### src/rtl/uart_pkg.sv
// uart_pkg: shared UART arbiter state encodings and constants
package uart_pkg;
    localparam int BYTE_W = 8;
    typedef enum logic [2:0] {
        IDLE,
        LOAD,
        START,
        WAIT_HI,
        WAIT_LO
    } uart_state_e;
endpackage

### src/rtl/rr_arbiter.sv
// rr_arbiter: combinational round-robin pick starting after the pointer index
module rr_arbiter #(
    parameter int N = 4
) (
    input  logic [N-1:0]         req_i,
    input  logic [$clog2(N)-1:0] ptr_i,
    output logic [N-1:0]         gnt_o
);
    logic [$clog2(N)-1:0] idx;
    logic                 found;
    // first requester found walking upward from ptr_i+1 with wrap
    always_comb begin
        gnt_o = '0;
        found = 1'b0;
        idx = '0;
        for (int i = 1; i <= N; i++) begin
            idx = ($clog2(N))'((int'(ptr_i) + i) % N);
            if (!found && req_i[idx]) begin
                gnt_o[idx] = 1'b1;
                found = 1'b1;
            end
        end
    end
endmodule

### src/rtl/uart_tx_arb.sv
// uart_tx_arb: round-robin arbitration of byte packets onto one UART transmitter
module uart_tx_arb
    import uart_pkg::*;
#(
    parameter int N_REQ          = 4,
    parameter int TIMEOUT_CYCLES = 1250
) (
    input  logic                    i_clk,
    input  logic                    i_rst,
    input  logic [N_REQ-1:0]        i_req_valid,
    input  logic [BYTE_W*N_REQ-1:0] i_req_data,
    input  logic [N_REQ-1:0]        i_req_last,
    output logic [N_REQ-1:0]        o_req_ready,
    output logic [N_REQ-1:0]        o_grant,
    output logic [BYTE_W-1:0]       o_tx_data,
    output logic                    o_tx_start,
    input  logic                    i_tx_busy,
    output logic                    o_timeout
);
    localparam int PW = $clog2(N_REQ);
    localparam int CW = $clog2(TIMEOUT_CYCLES + 1);

    uart_state_e       state_q, state_d;
    logic [N_REQ-1:0]  grant_q, grant_d, arb_gnt;
    logic [PW-1:0]     ptr_q, ptr_d, gidx;
    logic [CW-1:0]     cnt_q, cnt_d;
    logic              last_q, last_d, timeout_q, timeout_d;
    logic [BYTE_W-1:0] data_q, data_d, sel_data;

    rr_arbiter #(.N(N_REQ)) u_rr (
        .req_i (i_req_valid),
        .ptr_i (ptr_q),
        .gnt_o (arb_gnt)
    );

    assign o_grant     = grant_q;
    assign o_tx_data   = data_q;
    assign o_timeout   = timeout_q;
    assign o_req_ready = (state_q == LOAD) ? grant_q : '0;
    assign o_tx_start  = (state_q == START) && !i_tx_busy;

    // index and byte of the current owner, used for pointer advance and capture
    always_comb begin
        gidx = '0;
        sel_data = '0;
        for (int k = 0; k < N_REQ; k++) begin
            if (grant_q[k]) begin
                gidx = PW'(k);
                sel_data = i_req_data[BYTE_W*k +: BYTE_W];
            end
        end
    end

    // next-state logic; the pointer only moves when a grant is released
    always_comb begin
        state_d = state_q;
        grant_d = grant_q;
        ptr_d = ptr_q;
        cnt_d = cnt_q;
        last_d = last_q;
        data_d = data_q;
        timeout_d = 1'b0;
        case (state_q)
            IDLE: if (|i_req_valid) begin
                grant_d = arb_gnt;
                state_d = LOAD;
            end
            LOAD: if (|(i_req_valid & grant_q)) begin
                data_d = sel_data;
                last_d = |(i_req_last & grant_q);
                cnt_d = '0;
                state_d = START;
            end else if (cnt_q == CW'(TIMEOUT_CYCLES - 1)) begin
                grant_d = '0;
                timeout_d = 1'b1;
                ptr_d = gidx;
                cnt_d = '0;
                state_d = IDLE;
            end else begin
                cnt_d = cnt_q + 1'b1;
            end
            START: if (!i_tx_busy) state_d = WAIT_HI;
            WAIT_HI: if (i_tx_busy) state_d = WAIT_LO;
            WAIT_LO: if (!i_tx_busy) begin
                if (last_q) begin
                    grant_d = '0;
                    ptr_d = gidx;
                    state_d = IDLE;
                end else begin
                    state_d = LOAD;
                end
            end
            default: state_d = IDLE;
        endcase
    end

    // state registers; reset makes requester 0 the first round-robin choice
    always_ff @(posedge i_clk or posedge i_rst) begin
        if (i_rst) begin
            state_q <= IDLE;
            grant_q <= '0;
            ptr_q <= PW'(N_REQ - 1);
            cnt_q <= '0;
            last_q <= 1'b0;
            data_q <= '0;
            timeout_q <= 1'b0;
        end else begin
            state_q <= state_d;
            grant_q <= grant_d;
            ptr_q <= ptr_d;
            cnt_q <= cnt_d;
            last_q <= last_d;
            data_q <= data_d;
            timeout_q <= timeout_d;
        end
    end
endmodule

### config.mk
export PLATFORM = sky130hd
export DESIGN_NAME = uart_tx_arb
export DESIGN_NICKNAME = d
export VERILOG_FILES = /design/src/rtl/uart_pkg.sv /design/src/rtl/rr_arbiter.sv /design/src/rtl/uart_tx_arb.sv
export SDC_FILE = /design/constraint.sdc
export NUM_CORES = 1
export LEC_CHECK = 0
export CAP_MARGIN = 10
export CORE_MARGIN = 5
export CORE_UTILIZATION = 53
export CTS_BUF_LIST = sky130_fd_sc_hd__clkbuf_4 sky130_fd_sc_hd__clkbuf_8
export DETAILED_ROUTE_END_ITERATION = 8
export HOLD_SLACK_MARGIN = 0.15
export PLACE_DENSITY_LB_ADDON = 0.05
export SLEW_MARGIN = 20
export SYNTH_ARGS = -nofsm -noshare
export SYNTH_HDL_FRONTEND = slang
export SYNTH_SLANG_ARGS = --single-unit
### constraint.sdc
create_clock -name i_clk -period 7.45 [get_ports i_clk]
set_input_delay 1.1175 -clock i_clk [delete_from_list [all_inputs] [get_ports i_clk]]
set_output_delay 1.1175 -clock i_clk [all_outputs]
set_load 0.005 [all_outputs]
Word level (Yosys, flattened, before mapping)
Cells that the tools add are included.
W data, S select, Z words.
{"block": "op_classes", "n_lt_le_gt_ge": 8, "eq_ne": 13, "mux": 55, "n_addsub": 5, "reduce_logical": 22, "bitwise": 5}
{"op": "$mux W4", "n": 10}
{"op": "$mux W8", "n": 4}
{"op": "$mux W11", "n": 2}
{"op": "$mux W3", "n": 6}
{"op": "$mux W1", "n": 16}
{"op": "$pmux W3 S5", "n": 1}
{"op": "$lt A2 B3 Y1 const B", "n": 4}
{"op": "$mux W2", "n": 6}
{"op": "$ne A2 B2 Y1 const B", "n": 6}
{"op": "$or A4 B4 Y4", "n": 3}
{"op": "$pmux W4 S3", "n": 1}
{"op": "$reduce_or A4 Y1", "n": 3}
{"op": "$add A11 B1 Y11 const B", "n": 1}
{"op": "$eq A11 B11 Y1 const B", "n": 1}
{"op": "$reduce_and A5 Y1", "n": 2}
{"op": "$and A4 B4 Y4", "n": 2}
{"op": "$bmux W1 S2", "n": 4}
{"op": "$demux W1 S2", "n": 4}
{"op": "$ge A2 B1 Y1 const B", "n": 4}
{"op": "$logic_and A1 B1 Y1", "n": 8}
{"op": "$eq A3 B2 Y1 const B", "n": 2}
{"op": "$reduce_and A6 Y1", "n": 1}
{"op": "$add A2 B1 Y2 const B", "n": 2}
{"op": "$add A2 B2 Y2 const B", "n": 2}
{"op": "10 further kinds", "n": 13}
{"block": "word_totals", "output_inout_bits": 18, "regBits": 30, "wordCells": 115, "input_bits": 43}

Longest topological paths before layout
Gate-level depths: netlist of run 1.
{"block": "depth", "depth_word": 15, "mapped_depth": 8, "depth_no_buf": 7}

Hierarchy
A second synthesis of run 1 with hierarchy kept.
{"block": "unflattened", "cells_unflattened": 231, "area_unflattened_um2": 2097.0}
{"mod": "uart_tx_arb", "seq_area_each_um2": 753.2, "n_inst": 1, "cells_each": 193, "area_each_um2": 1739.2}
{"mod": "rr_arbiter", "seq_area_each_um2": 0.0, "n_inst": 1, "cells_each": 38, "area_each_um2": 357.8}

Least setup slack after synthesis of run 1
OpenSTA, ideal clock, no wires.
{"block": "synth_timing", "path_kind": "in2reg", "startpoint": "input i_req_valid[2]", "endpoint": "register grant_q[2] (netlist: o_grant[2])", "arrival_time_ns": 2.459, "setup_time_ns": 0.126, "path_stages": 5, "setup_slack_ns": 4.865, "path_buffers": 1, "required_time_ns": 7.324, "path_cell_list": "clkbuf_1 -> mux4_2 -> a32o_1 -> a21o_1 -> a221o_1"}
{"block": "synth_between", "elab_chain_len": 14, "word_cells_on_any_way": 32, "classes_between": "eq/ne: 2; mux: 17; bitwise: 4; reduce/logical: 9"}
{"element": "start: declaration", "line_no": "uart_tx_arb.sv:10", "rtl": "input logic [N_REQ-1:0] i_req_valid,"}
{"element": "$bmux W1 S2", "line_no": "rr_arbiter.sv:18", "rtl": "if (!found && req_i[idx]) begin"}
{"element": "$mux W1 (not written as such)", "line_no": "rr_arbiter.sv:18"}
{"element": "$mux W1", "line_no": "rr_arbiter.sv:18"}
{"element": "$logic_not A1 Y1", "line_no": "rr_arbiter.sv:18"}
{"element": "$logic_and A1 B1 Y1", "line_no": "rr_arbiter.sv:18"}
{"element": "$mux W1", "line_no": "rr_arbiter.sv:18"}
{"element": "$logic_not A1 Y1", "line_no": "rr_arbiter.sv:18"}
{"element": "$logic_and A1 B1 Y1", "line_no": "rr_arbiter.sv:18"}
{"element": "$mux W1", "line_no": "rr_arbiter.sv:18"}
{"element": "$logic_not A1 Y1", "line_no": "rr_arbiter.sv:18"}
{"element": "$logic_and A1 B1 Y1", "line_no": "rr_arbiter.sv:18"}
{"element": "$mux W4", "line_no": "rr_arbiter.sv:18"}
{"element": "$mux W4", "line_no": "uart_tx_arb.sv:64", "rtl": "IDLE: if (|i_req_valid) begin"}
{"element": "$pmux W4 S3", "line_no": "uart_tx_arb.sv:63", "rtl": "case (state_q)"}
{"element": "end signal: assignment", "line_no": "uart_tx_arb.sv:109", "rtl": "grant_q <= grant_d;"}
{"element": "end: declaration", "line_no": "uart_tx_arb.sv:24", "rtl": "logic [N_REQ-1:0] grant_q, grant_d, arb_gnt;"}
Parallel ways exist; a longest one is shown, timed or not. The select of a mux whose other input is x is not followed.
A chain may end at the register's enable or synchronous reset.

Final worst setup path of run 1
{"block": "layout_timing", "startpoint": "input i_tx_busy", "endpoint": "output o_tx_start"}
{"block": "layout_between", "elab_chain_len": 2}
{"element": "start: declaration", "line_no": "uart_tx_arb.sv:17", "rtl": "input logic i_tx_busy,"}
{"element": "$logic_not A1 Y1"}
{"element": "$logic_and A1 B1 Y1", "line_no": "uart_tx_arb.sv:40", "rtl": "assign o_tx_start = (state_q == START) && !i_tx_busy;"}
{"element": "end: declaration", "line_no": "uart_tx_arb.sv:16", "rtl": "output logic o_tx_start,"}
Every way passes these cells.

==> results of run 1 <==
## flip-flops by register name (all words and copies together), names as in the netlist
| signal | count |
|---|---|
| last_q | 1 |
| o_timeout | 1 |
| o_tx_data | 8 |
| state_q | 3 |
| o_grant | 4 |
| cnt_q | 11 |
| ptr_q | 2 |
## routing by layer
metal | global-route usage | up-vias | part of all wire
met4 | 0.0430 | 0 | 0.018
met3 | 0.0620 | 11 | 0.066
met2 | 0.374 | 65 | 0.52
li1 | - | 974 | -
met5 | 0 | - | 0
met1 | 0.268 | 952 | 0.40
## tightest hold or removal path, cell delays in order, from the launching register on
cell and delay, ns:
dfrtp_1 0.35, nor2_1 0.05, a21oi_1 0.10
## synthesized netlist by cell type (2+ instances only)
cell type,n,area (sq um)
a21o_1,2,15.0
a21oi_1,13,65.1
a221o_1,3,30.0
a221oi_1,9,78.8
a22o_1,2,17.5
a22oi_1,9,67.6
a31oi_1,3,18.8
and2_1,4,25.0
and3_1,2,12.5
and4_1,4,35.0
buf_2,3,15.0
clkbuf_1,12,45.0
dfrtp_1,28,701
dfstp_2,2,52.6
ha_1,10,125
inv_1,6,22.5
mux2i_1,4,40.0
nand2_1,11,41.3
nand2b_1,3,18.8
nand3_1,10,50.1
nand3b_1,4,30.0
nand4_1,4,25.0
nor2_1,34,128
nor2b_1,4,25.0
nor3_1,3,15.0
nor3b_1,3,22.5
nor4_1,3,18.8
o21ai_0,5,25.0
o22a_1,2,17.5
o22ai_1,2,12.5
or3b_1,3,26.3
or3b_2,2,17.5
xnor2_1,2,17.5
xor2_1,6,52.6
## final cells by class
cell class | count | area (sq um) | area share
flip-flops and latches | 30 | 753 | 0.268
inverters | 6 | 22.5 | 0.00800
clock inverters | 1 | 30.0 | 0.0107
multi-input cells | 182 | 1240 | 0.442
clock buffers | 6 | 82.6 | 0.0293
well taps | 48 | 60.1 | 0.0213
repair buffers | 63 | 623 | 0.221
## placed cells by master (no fill, tap or decap), types with 2 or more instances in the layout
cell type        Yosys  routed
a21o_1               2       2
a21oi_1             13      13
a221o_1              3       3
a221oi_1             9       9
a22o_1               2       2
a22oi_1              9       9
a31oi_1              3       3
and2_1               4       4
and3_1               2       2
and4_1               4       4
buf_4                1       3
clkbuf_8             0       6
clkdlybuf4s50_1      0      60
dfrtp_1             28      28
dfstp_2              2       2
ha_1                10      10
inv_1                6       6
mux2i_1              4       4
nand2_1             11      11
nand2b_1             3       3
nand3_1             10      10
nand3b_1             4       4
nand4_1              4       4
nor2_1              34      33
nor2b_1              4       4
nor3_1               3       3
nor3b_1              3       2
nor4_1               3       3
o21ai_0              5       5
o22a_1               2       2
o22ai_1              2       2
or3b_1               3       3
or3b_2               2       2
xnor2_1              2       2
xor2_1               6       6
## metrics by stage
stage,hold slack [ns],total power [uW]
after floorplan,0.497,634
after global placement,0.510,799
after detailed placement,0.525,811
after CTS,0.542,986
after global routing,0.559,1060
final,0.538,990
## cell families (layout without fill, tap and decap cells)
kind of cell	Yosys count	count (layout)
compound gates	57	57
xor+xnor	8	8
mux	7	7
flops	30	30
simple gates	100	100
buf+inv	23	76
fa+ha+maj	10	10
## power by group through the flow
stage | clock network (uW) | registers, uW | logic (uW)
2_1_floorplan | 0 | 285 | 349
3_3_place_gp | 0 | 344 | 455
3_5_place_dp | 0 | 344 | 466
4_1_cts | 170 | 343 | 473
5_1_grt | 177 | 359 | 527
6_report | 170 | 344 | 475
## how the worst max path moves through the flow
| stage | slack [ns] | start | end |
|---|---|---|---|
| 6_report | 3.88 | i_tx_busy | o_tx_start |
| 5_1_grt | 3.77 | i_tx_busy | o_tx_start |
| 4_1_cts | 3.85 | i_tx_busy | o_tx_start |
| 3_5_place_dp | 3.85 | i_tx_busy | o_tx_start |
| 3_3_place_gp | 3.89 | i_tx_busy | o_tx_start |
| 2_1_floorplan | 4.86 | i_req_valid[2] | o_grant[2] |
==> metrics.txt, run 1 <==
Comb power frac=0.480; unrepaired setup endpoints after global routing=no; Syn-to-layout area delta=34.7%; die area=0.00530 sq mm; min-delay worst type=reg -> reg; sw frac=0.408; Synth Cell Area=0.00209 sq mm; # setup viols final=0; Worst R2R Path Depth=6; CP arrival=2.45 ns; H-tree depth=2; Post-synth EDFFs=0; Async S/R FF share, synth=1.00; DRC Markers=0; CP bufs+invs=2; clock root buffer master=clkbuf_8; critical path endpoint category=output port; crit path launch type=input pin; Adder-Cell Fraction of Synth Area=0.0599; Sink Count=30; First-pass DRT Iterations=5; main combinational cell family by area after synthesis=simple AND/OR/NAND/NOR gates; wire per inst=16.8 um; Clk pin slew, worst setup/hold paths=0.06 ns; # Max-Cap Violations=0; hold_buf cts=0; Num CTS Buffers=5; pre-CTS setup slack=3.85 ns; post-CTS setup buffer count=0; Chip Width=72.8 um; Worst Tran Pin Value=0.733 ns; worst hold endpoint=o_tx_data[2]; Clk pwr share=0.172; Synth cell types=52; FILL cells=284; r2r setup slk=4.95 ns; Net Sw Power=404 uW; CTS resizes=0; post-synthesis average cell area=8.89 sq um; vias in the first global route=1956; DP Area=0.00269 sq mm; slowest stage cell on the critical path=clkdlybuf4s50_1; antenna violations before repair=0; Top cell by count, worst path=clkdlybuf4s50_1; r2r endpoint=o_grant[2]; largest net degree at the start of global routing=31; first-pass GRT wire length=9140 um; starting density of the core=0.558; ys flop type=dfrtp_1; DR vias=2002; Post-Synth XOR/XNOR Area=0.0335; Sequential Power Share=0.348; Setup WS post-layout=3.88 ns; Routed WL=5630 um; HPWL after detailed placement=4120 um; Compound-Gate Fraction of Synth Area=0.197; crit path cell chain=clkdlybuf4s50_1, nor4b_1, clkdlybuf4s50_1; syn nets=288; number of port buffers=60; worst-path fanout max=7; # nets final=341; Final Hold Vio Count=0; clk_lat worst skew=0.28 ns; worst hold start=o_tx_data[2]; Crit Path Category=in -> out; final instance area=0.00281 sq mm; slew margin rel.=0.511; Crit path max-delay family=buffers and inverters; Internal Power=585 uW; minimum clock period=3.57 ns; synth warn=0; DRT iter0 DRCs=144; Seq/Total Area, Yosys=0.360; synthesized flop and latch total=30; outcome=finished, final reports clean; clock skew=0.00327 ns; Fmax achieved=280 MHz; Leak=0.00116 uW; period utilisation layout=0.479; Antenna Nets Post-Route=0; CTS tree=done; proportion of synthesized area in mux cells=0.0407; Final Core Density=0.752; Levels on crit path=3; cells after synthesis=235; placer congestion estimate=0.882; share of cells above drive strength 1=0.0694; Finished Layout Cells=336; max-slew violations=0; post-synthesis simple-gate area fraction=0.260; FF-to-FF Start=ptr_q[0]; Antenna diodes=0; CP peak stage delay=0.55 ns; worst vdd ir=0.230 mV; gr usage total=0.216; Inst Count DP=329; die extent in y=72.8 um; Final TNS setup=0 ns; clock tree buffer depth=2; via-per-instance ratio=5.96; gr ovfl total=0; row cnt=22; IO Pins=61; CP required=6.33 ns; hold path cells=2; CORE AREA=0.00374 sq mm; Power Dens Cells=352 mW/mm^2
Power figures use the tool's default switching activity.
==> run 2, diff against run 1 <==
CORE_UTILIZATION = 44   (was 53)
clock period = 3.1 ns   (was 7.45 ns; I/O delays follow)
==> metrics.txt, run 2 (synthesis results as in run 1) <==
outcome=finished, final reports clean; DP Area=0.00272 sq mm; critical path endpoint category=output port; gr ovfl total=0; H-tree depth=2; number of port buffers=60; CTS resizes=0; DR vias=1959; CP required=2.63 ns; gr usage total=0.177; CP arrival=2.24 ns; Fmax achieved=370 MHz; die extent in y=78.9 um; crit path launch type=flop; Biggest register=cnt_q; hold_buf cts=0; Inst Count DP=337; Finished Layout Cells=345; DRT iter0 DRCs=97; CP peak stage delay=0.56 ns; Antenna Nets Post-Route=0; row cnt=25; largest net degree at the start of global routing=31; slowest stage cell on the critical path=nor3_1; CORE AREA=0.00466 sq mm; DRC Markers=0; via-per-instance ratio=5.68; most frequent cells in the layout=clkdlybuf4s50_1, nor2_1, dfrtp_1; antenna violations before repair=0; wire per inst=15.9 um; worst vdd ir=0.419 mV; Final TNS setup=0 ns; CP bufs+invs=2; Routed met1 length=2410 um; die area=0.00623 sq mm; # nets final=343; Leak=0.00116 uW; max reg flops=11; starting density of the core=0.448; met3 routed WL=321 um; slew margin rel.=0.567; share of cells above drive strength 1=0.0790; Syn-to-layout area delta=34.9%; max-slew violations=0; IO Pins=61; Chip Width=78.9 um; Sink Count=30; vias in the first global route=1729; # setup viols final=0; Clk pin slew, worst setup/hold paths=0.07 ns; crit path cell chain=inv_1, nor3_1, and2_1, clkdlybuf4s50_1; Routed WL=5500 um; clock skew=0.00453 ns; CTS tree=done; Antenna diodes=0; placer congestion estimate=0.773; Final Hold Vio Count=0; # Max-Cap Violations=0; HPWL after detailed placement=4060 um; final instance area=0.00282 sq mm; unrepaired setup endpoints after global routing=no; period utilisation layout=0.872; worst-path fanout max=11; clock root buffer master=clkbuf_8; min-delay worst type=reg -> reg; DR top layer=met4; Crit Path Category=reg -> out; minimum clock period=2.70 ns; met2 wire len=2720 um; Power Dens Cells=814 mW/mm^2; clock tree buffer depth=2; clk_lat worst skew=0.28 ns; first-pass GRT wire length=8640 um; First-pass DRT Iterations=5; Crit path max-delay family=simple AND/OR/NAND/NOR gates; post-CTS setup buffer count=0; Num CTS Buffers=5; commonest non-fill, non-tap cell in the layout=clkdlybuf4s50_1; Worst Tran Pin Value=0.644 ns
-- run 2: cell count changes in the layout (fill, tap and decap cells not counted) --
cell / delta
buf_4: +2
bufinv_16: -1
clkinv_2: +1
clkinvlp_4: +1
-- run 2: final cells by class --
cell class | count | area (sq um)
multi-input cells | 182 | 1240
fillers | 420 | 1840
clock buffers | 6 | 82.6
repair buffers | 65 | 638
clock inverters | 2 | 12.5
well taps | 54 | 67.6
inverters | 6 | 22.5
flip-flops and latches | 30 | 753
-- run 2: worst register-to-register path: stages, from the launching register on --
cell     delay [ns]
dfstp_2        0.70
inv_1          0.20
ha_1           0.40
mux4_2         0.39
a32o_1         0.29
a21o_1         0.15
a221o_1        0.26
-- run 2: routing by layer --
layer | global-route usage | vias to the layer above
met4 | 0.0584 | 0
met3 | 0.0465 | 5
li1 | - | 977
met2 | 0.286 | 53
met5 | 0 | -
met1 | 0.230 | 924
-- run 2: power breakdown --
group          leakage [uW]  internal [uW]  switching, uW  total, uW
Clock             0.0000472            178            153        331
Sequential         0.000378            563            218        782
Combinational      0.000739            598            583       1180
-- run 2: per-stage QoR --
| step | setup slack [ns] | utilization | hold WS, ns | total power [uW] |
|---|---|---|---|---|
| global route | 0.222 | 0.605 | 0.570 | 2490 |
| detailed placement | 0.422 | 0.583 | 0.522 | 1960 |
| CTS | 0.395 | 0.603 | 0.538 | 2300 |
| finish | 0.395 | 0.605 | 0.534 | 2290 |
| global placement | 0.495 | 0.583 | 0.509 | 1950 |
| floorplan | 0.767 | - | 0.497 | 1520 |
-- run 2: final timing paths --
path / slack, ns / from / endpoint / cells after the start
max in group asynchronous: 2.19 / i_rst / ptr_q[1] / 3
min in group asynchronous: 0.58 / i_rst / o_tx_data[5] / 3
max: 0.40 / state_q[0] / o_req_ready[3] / 4
max reg2reg: 0.60 / ptr_q[0] / o_grant[2] / 6
min reg2reg: 0.53 / o_tx_data[1] / o_tx_data[1] / 2
min: 0.53 / o_tx_data[1] / o_tx_data[1] / 2
